### src/rtl/rms_pkg.sv
// Shared types and helpers for the RMS square-root datapath.
package rms_pkg;

  typedef enum logic [1:0] {
    IDLE = 2'd0,
    CALC = 2'd1,
    DONE = 2'd2
  } state_e;

  localparam int ROUND_FLOOR   = 0;
  localparam int ROUND_NEAREST = 1;

  function automatic int sqrt_rw(input int width);
    return width / 2;
  endfunction

endpackage

### src/rtl/rms_sqrt_seq_sqrt_step.sv
// One restoring digit-by-digit square-root iteration, purely combinational.
module sqrt_step #(
  parameter int RW = 8
) (
  input  logic [RW+1:0] rem,
  input  logic [RW-1:0] q,
  input  logic [1:0]    top2,
  output logic [RW+1:0] rem_next,
  output logic [RW-1:0] q_next
);

  localparam int RMW = RW + 2;
  localparam int EXW = RW + 4;

  logic [EXW-1:0] rt;
  logic [EXW-1:0] trial;
  logic [EXW-1:0] diff;
  logic           take;

  // Working at RW+4 bits keeps the shifted remainder and trial value exact.
  assign rt    = {rem, top2};
  assign trial = {2'b00, q, 2'b01};
  assign diff  = rt - trial;
  assign take  = (rt >= trial);

  assign rem_next = take ? RMW'(diff) : RMW'(rt);
  assign q_next   = RW'({q, take});

endmodule

### src/rtl/rms_sqrt_seq.sv
// Sequential integer square root: one root bit per clock, floor or nearest result.
module rms_sqrt_seq
  import rms_pkg::*;
#(
  parameter int WIDTH = 16,
  parameter int ROUND = ROUND_FLOOR
) (
  input  logic                         clk,
  input  logic                         rst,
  input  logic                         in_valid,
  output logic                         in_ready,
  input  logic [WIDTH-1:0]             radicand,
  output logic                         out_valid,
  input  logic                         out_ready,
  output logic [sqrt_rw(WIDTH)-1:0]    root,
  output logic [sqrt_rw(WIDTH):0]      remainder,
  output logic                         rounded_up,
  output logic                         saturated
);

  localparam int RW   = sqrt_rw(WIDTH);
  localparam int REMW = RW + 1;
  localparam int RMW  = RW + 2;
  localparam int CW   = $clog2(RW + 1);

  if ((WIDTH % 2) != 0 || WIDTH < 4) begin : g_bad_width
    $error("rms_sqrt_seq: WIDTH must be even and >= 4");
  end
  if (ROUND != ROUND_FLOOR && ROUND != ROUND_NEAREST) begin : g_bad_round
    $error("rms_sqrt_seq: ROUND must be 0 or 1");
  end

  state_e            state_q, state_d;
  logic [WIDTH-1:0]  x_q, x_d;
  logic [RW-1:0]     q_q, q_d;
  logic [RMW-1:0]    rem_q, rem_d;
  logic [CW-1:0]     cnt_q, cnt_d;
  logic [RW-1:0]     root_q, root_d;
  logic [REMW-1:0]   remainder_q, remainder_d;
  logic              rounded_up_q, rounded_up_d;
  logic              saturated_q, saturated_d;

  logic [RMW-1:0]    rem_next;
  logic [RW-1:0]     q_next;
  logic              want_up;
  logic              q_at_max;

  sqrt_step #(.RW(RW)) u_step (
    .rem      (rem_q),
    .q        (q_q),
    .top2     (x_q[WIDTH-1 -: 2]),
    .rem_next (rem_next),
    .q_next   (q_next)
  );

  // Nearest rounding: sqrt(n) >= q+0.5 exactly when the floor remainder exceeds q.
  assign want_up  = (ROUND == ROUND_NEAREST) && (rem_next > {2'b00, q_next});
  assign q_at_max = &q_next;

  always_comb begin
    // NOTE: every signal gets its hold value first so no path through the case infers a latch.
    state_d      = state_q;
    x_d          = x_q;
    q_d          = q_q;
    rem_d        = rem_q;
    cnt_d        = cnt_q;
    root_d       = root_q;
    remainder_d  = remainder_q;
    rounded_up_d = rounded_up_q;
    saturated_d  = saturated_q;

    unique case (state_q)
      IDLE: begin
        if (in_valid) begin
          x_d     = radicand;
          q_d     = '0;
          rem_d   = '0;
          cnt_d   = CW'(RW);
          state_d = CALC;
        end
      end

      CALC: begin
        x_d   = x_q << 2;
        q_d   = q_next;
        rem_d = rem_next;
        cnt_d = cnt_q - CW'(1);
        if (cnt_q == CW'(1)) begin
          state_d      = DONE;
          remainder_d  = REMW'(rem_next);
          rounded_up_d = want_up && !q_at_max;
          saturated_d  = want_up && q_at_max;
          root_d       = (want_up && !q_at_max) ? q_next + RW'(1) : q_next;
        end
      end

      DONE: begin
        if (out_ready) state_d = IDLE;
      end

      default: state_d = IDLE;
    endcase
  end

  always_ff @(posedge clk or posedge rst) begin
    if (rst) begin
      state_q      <= IDLE;
      x_q          <= '0;
      q_q          <= '0;
      rem_q        <= '0;
      cnt_q        <= '0;
      root_q       <= '0;
      remainder_q  <= '0;
      rounded_up_q <= 1'b0;
      saturated_q  <= 1'b0;
    end else begin
      // NOTE: non-blocking assignments so every flop samples pre-edge values.
      state_q      <= state_d;
      x_q          <= x_d;
      q_q          <= q_d;
      rem_q        <= rem_d;
      cnt_q        <= cnt_d;
      root_q       <= root_d;
      remainder_q  <= remainder_d;
      rounded_up_q <= rounded_up_d;
      saturated_q  <= saturated_d;
    end
  end

  assign in_ready   = (state_q == IDLE);
  assign out_valid  = (state_q == DONE);
  assign root       = root_q;
  assign remainder  = remainder_q;
  assign rounded_up = rounded_up_q;
  assign saturated  = saturated_q;

endmodule

### config.mk
export PLATFORM = sky130hd
export DESIGN_NAME = rms_sqrt_seq
export DESIGN_NICKNAME = d
export VERILOG_FILES = /design/src/rtl/rms_pkg.sv /design/src/rtl/rms_sqrt_seq_sqrt_step.sv /design/src/rtl/rms_sqrt_seq.sv
export SDC_FILE = /design/constraint.sdc
export NUM_CORES = 1
export LEC_CHECK = 0
export CAP_MARGIN = 20
export CORE_MARGIN = 3
export CORE_UTILIZATION = 50
export CTS_CLUSTER_DIAMETER = 30
export DETAILED_ROUTE_END_ITERATION = 6
export GPL_ROUTABILITY_DRIVEN = 1
export PLACE_DENSITY = 0.74
export SYNTH_ARGS = -nofsm -noshare
export SYNTH_HDL_FRONTEND = slang
export SYNTH_SLANG_ARGS = --single-unit
### constraint.sdc
create_clock -name clk -period 2.3 [get_ports clk]
set_input_delay 0.345 -clock clk [delete_from_list [all_inputs] [get_ports clk]]
set_output_delay 0.345 -clock clk [all_outputs]
set_load 0.01 [all_outputs]
[Word level (Yosys, flattened, before mapping)]
Index checks and enable logic that the tools add are counted.
Storage, ports and cells
  input bits: 20
  memories kept: 0
  bits in writable memories: 0
  register bits: 57
  latch bits: 0
  ROM bits: 0
  logic and storage cells: 34
Cells by class
  reductions and logical operators: 5
  equal/unequal tests: 6
  multipliers: 0
  bitwise operators: 0
  div/mod/pow operators: 0
  mux-type cells: 13
  shift operators: 0
  $lt $le $gt $ge: 1
  $add $sub $neg: 2
Operators with widths (count)
  $pmux 16 s2: 1
  $mux 10: 2
  $pmux 10 s2: 1
  $mux 16: 1
  $pmux 8 s2: 1
  $ge 12x10->1: 1
  $sub 10x10->10: 1
  $mux 8: 1
  $pmux 4 s2: 1
  $mux 2: 3
  $pmux 2 s3: 1
  $eq 4x1->1 const B: 1
  $mux 4: 1
  $ne 2x2->1 const B: 2
  $reduce_and 2->1: 2
  $sub 4x1->4 const B: 1
  $reduce_and 3->1: 1
  $eq 2x1->1 const B: 1
  $eq 2x2->1 const B: 1
  $logic_not 2->1: 1
  $ne 2x1->1 const B: 1
  $reduce_bool 2->1: 1

[Longest topological paths before layout]
  depth after elaboration: 3
  gate-level depth with buffers: 9
  depth with buffers taken out: 8

[Hierarchy]
From an unflattened synthesis, not the netlist that was laid out.
Second synthesis, totals
  cells, all modules: 269
  area total of the unflattened synthesis: 3027.9 um^2
Modules (own cells, without submodules)
  rms_sqrt_seq: times used 1, area an instance 2341.0 um^2, seq. area each 1426.4 um^2, cells an instance 180
  sqrt_step: times used 1, area an instance 686.9 um^2, seq. area each 0.0 um^2, cells an instance 89

[Least setup slack after synthesis]
Ideal clock, no wire load.
  kind: register to register
  start: register x_q[14]
  end: register remainder_q[4] (netlist: remainder[4])
  buffers on the path: 1
  path slack: 0.445 ns
  arrival: 1.723 ns
  setup time: 0.132 ns
  period minus slack after synthesis: 1.855 ns
  data required time: 2.168 ns
  stages on the path, launching flop included: 10
  cells stage by stage: dfrtp_1 inv_1 ha_1 nor2b_1 o21ai_0 a31oi_1 o21ai_2 buf_6 mux2i_1 o21ai_1
Between the ends
  longest elaborated chain between the ends: 2
  elaborated cells between the ends (all ways): 3
  those cells by class: add/sub (1); order compare (1); mux (1)
Ends and longest elaborated chain
  start, declared: line rms_sqrt_seq.sv:34  | logic [WIDTH-1:0] x_q, x_d;
  start signal, assigned: line rms_sqrt_seq.sv:108  | x_q <= '0;
  start signal, assigned: line rms_sqrt_seq.sv:119  | x_q <= x_d;
  $sub 10x10->10 or $ge 12x10->1 (tied branches): line rms_sqrt_seq_sqrt_step.sv:23, rms_sqrt_seq_sqrt_step.sv:24
  $mux 10 *: line rms_sqrt_seq_sqrt_step.sv:26  | assign rem_next = take ? RMW'(diff) : RMW'(rt);
  end signal, assigned: line rms_sqrt_seq.sv:124  | remainder_q <= remainder_d;
  end, declared: line rms_sqrt_seq.sv:39  | logic [REMW-1:0] remainder_q, remainder_d;
Every way passes the cells marked *; elsewhere a longest branch is shown, timed or not.
A chain may end at the register's enable or synchronous reset.

[Worst setup path in the final report]
  start: register x_q[14]
  end: register rem_q[2]
Between the ends
  longest elaborated chain between the ends: 3
  elaborated cells between the ends (all ways): 4
  those cells by class: add/sub (1); order compare (1); mux (2)
Ends and longest elaborated chain
  $sub 10x10->10 or $ge 12x10->1 (tied branches): line rms_sqrt_seq_sqrt_step.sv:23, rms_sqrt_seq_sqrt_step.sv:24
  $mux 10 *: line rms_sqrt_seq_sqrt_step.sv:26
  $pmux 10 s2 *: line rms_sqrt_seq.sv:72  | unique case (state_q)
  end signal, assigned: line rms_sqrt_seq.sv:121  | rem_q <= rem_d;
  end, declared: line rms_sqrt_seq.sv:36  | logic [RMW-1:0] rem_q, rem_d;
Marks and branches as above.

==> impl_results.md <==
- Number of synthesized flops with an enable pin: 0
- Grt ovf: 0
- CP required: between 2000 and 2500 ps
- Post-Place Cells: 411
- Hpwl dp: 4.18 mm
- Worst path bufs/invs: 2
- Crit Path Category: reg2reg
- Syn. warnings: 0
- Via/cell ratio: about 5.3
- CTS sink cnt: 57
- Die Span X: 82.2 um
- Fin area: 3600 um2
- Drc violations: 0
- Synth Area in XOR/XNOR: 2.41%
- Clock Latency Late Sink: 340 ps
- Max Root-Sink Buffers: 2
- Final setup violation count: 0
- Commonest cells post-synth: 57 x dfrtp_1, 53 x nand2_1, 39 x o21ai_0
- R2r startpoint: x_q[14]$_DFFE_PP0P_
- CTS tree: built
- Vias in the first global route: ~2,100
- CTS root buffer: clkbuf_8
- Fin cells: between 400 and 500
- Nets: 383
- Syn_area_per_cell: between 9 and 10 um2
- Total Routed Length: 5.87 mm
- Die ar.: 6760 um2
- Max H-tree Level: 3
- Row count: 27
- CP Data Arrival Time: between 2000 and 2500 ps
- Clock Skew: a little under 5 ps
- Worst Setup SP: x_q[14]$_DFFE_PP0P_
- Cell taking the most area after synthesis: dfrtp_1
- Sequential share of the synthesized area: between 40% and 50%
- CP max FO: 6
- Final GP Congestion: between 0.8 and 0.9
- Ys async rst share: 100%
- Antenna violations before repair: 0
- Post-synth cell types: 36
- PD cells: roughly 1600 nW/um2
- Largest net degree at the start of global routing: 58
- Post-synthesis cell area: 2900 um2
- TritonCTS buffer count: 9
- Crit-path slowest cell: dfrtp_1
- First-pass GRT wire length: about 9.9 mm
- Synth Area in Adders: just over 5%
- Core area: around 5600 um2
- Simple-gate area share of the yosys netlist: 15.8%
- Hold Violations, Final: 0
- Slew headroom: 45.9%
- Total number of vias: roughly 2,300
- Setup slack, reg-to-reg: 130 ps
- Cell chain of the critical path: inv_1 > ha_1 > nor2b_1 > o21ai_0 > a31oi_1 > o21ai_2 > buf_4 > mux2i_1 > o21ai_1
- Chip height: approximately 82 um
- Fraction of layout cells with a size suffix above 1: 10.7%
- Place WS: roughly 160 ps
- Most frequent cell after synthesis: dfrtp_1
- Synth Area in Compound Gates: 18.8%
- Reg clk slew, reported paths: 60 ps
- RSZ-0062 raised after global routing: no
- DR iter-0 viols: a little over 100
- Post-Route Setup TNS: 0 ps
- Core Util, Final: approximately two thirds
- Area contributors post-synth: dfrtp_1 49%, nand2_1 6.9%, o21ai_0 6.7%
- Wirelength per Cell: ~14 um
- Worst Setup Start Kind: register
- Buffers added on ports: 38
- Syn Inst Count: between 300 and 400
- Starting Density: between 50% and 60%
- Flops & latches, synth: 57
- CP top delay family: compound AO/OA/AOI/OAI gates
- Max-slew violation count: 0
- DRT antenna net count: 0
- Final Critical Period: about 2200 ps
- Final worst setup slack: about 130 ps
- # diodes: 0
- Max cap viols: 0
- Final worst-path cycle share: a little over nine tenths
- Critical Path Sink Type: register
- Leakage: roughly 1.7 nW
- Top-area cell type share of the netlist area: a little under 50%
- FMAX: between 400 and 500 MHz
- Mux cell area share after synthesis: under 10%
- Hold-fix buffers at CTS: 0
- Combinational family with the most area after synthesis: compound AO/OA/AOI/OAI gates
- Min-Delay Path Class: in2async
- GRT Overall Usage: between 10% and 20%
- Pre-Repair DR Iteration Count: 4
- Post-DP Area: ~3400 um2
- Outcome: finished, final reports clean
- Worst vdd ir: between 0.6 and 0.7 mV
- CP peak stage delay: ~410 ps
- Layout area overhead: 24.2%
- Ys flop type: dfrtp_1
- Ports: slightly above 40
- Worst Max-Slew Pin Slew: approximately 810 ps
[final cells by class]
| class | count | area, um2 |
|---|---|---|
| inverters | 14 | 52.6 |
| clock inverters | 2 | 10.0 |
| clock buffers | 14 | 183 |
| fillers | 485 | 1970 |
| well taps | 72 | 90.1 |
| repair buffers | 50 | 483 |
| flip-flops and latches | 57 | 1430 |
| multi-input cells | 219 | 1360 |
[path summary, 6_finish.rpt]
| path | end | cells after the start |
|---|---|---|
| setup / recovery | rem_q[2]$_DFFE_PP0P_ | 9 |
| hold / removal | remainder[5]$_DFFE_PP0P_ | 3 |
| setup reg to reg | rem_q[2]$_DFFE_PP0P_ | 9 |
| hold reg to reg | remainder[1]$_DFFE_PP0P_ | 2 |
| max in group asynchronous | root[0]$_DFFE_PP0P_ | 3 |
| min in group clk | remainder[1]$_DFFE_PP0P_ | 2 |
[worst register-to-register path, delay by kind of cell (launching register included)]
| kind | cells | cell delay, ps |
|---|---|---|
| mux | 1 | 280 |
| simple gates | 1 | 140 |
| flops | 1 | 410 |
| fa+ha+maj | 1 | 240 |
| compound gates | 4 | 670 |
| buf+inv | 2 | 290 |
[flip-flops by register name, indices dropped and copies added, names as in the netlist]
name	flops
x_q	16
rem_q	10
cnt_q	4
q_q	8
root	8
remainder	9
state_q	2
[power breakdown]
group	switching [mW]	leakage (nW)	internal [mW]
clock network	0.386	0.102	0.505
registers	0.320	0.712	1.47
logic	1.62	0.866	1.47
[per-layer routing]
metal / track usage [%] / share of wire [%] / up-vias
met5: 0 / 0 / -
met2: 31.7 / 49 / 48
met4: 9.47 / 2.1 / 0
met3: 3.90 / 3.5 / 9
met1: 24.7 / 45 / 1070
li1: - / - / 1136
[stage by stage]
step / hold WS [ps] / power [mW]
after floorplan: 437 / 3.97
after global placement: 462 / 4.75
after detailed placement: 469 / 4.86
after CTS: 404 / 5.76
after global routing: 433 / 6.27
final: 395 / 5.77
[layout by cell type, fill, tap and decap left out, types with 2 or more instances in the layout]
master,synthesis,final
clkinv_2,0,2
mux2i_1,7,7
o21ai_1,16,16
nor3_1,2,2
inv_1,14,13
mux2_2,4,4
conb_1,1,2
nor2_1,6,6
nor3b_1,2,2
dfrtp_1,57,57
nand2b_1,4,4
and3b_1,14,14
buf_4,2,11
xnor2_1,6,6
a21oi_1,25,25
a31oi_1,4,4
nor2b_1,6,6
a22o_1,3,3
ha_1,12,11
xor2_1,2,2
clkdlybuf4s50_1,0,38
o21ai_0,39,39
clkbuf_8,0,13
nand2_1,53,53
[kinds of logic after synthesis]
group | Yosys count
adders and majority gates | 12
buffers and inverters | 31
other | 1
AOI/OAI and AO/OA | 96
DFF | 57
and+or+nand+nor | 90
xor gates and xnor gates | 8
muxes | 11
[repair_timing]
| action | CTS | global route |
|---|---|---|
| resized for setup | 0 | 1 |
| setup buffers | 0 | 1 |
| endpoints found under the setup margin | 0 | 1 |
No activity file was read; power rests on OpenSTA's default activity.
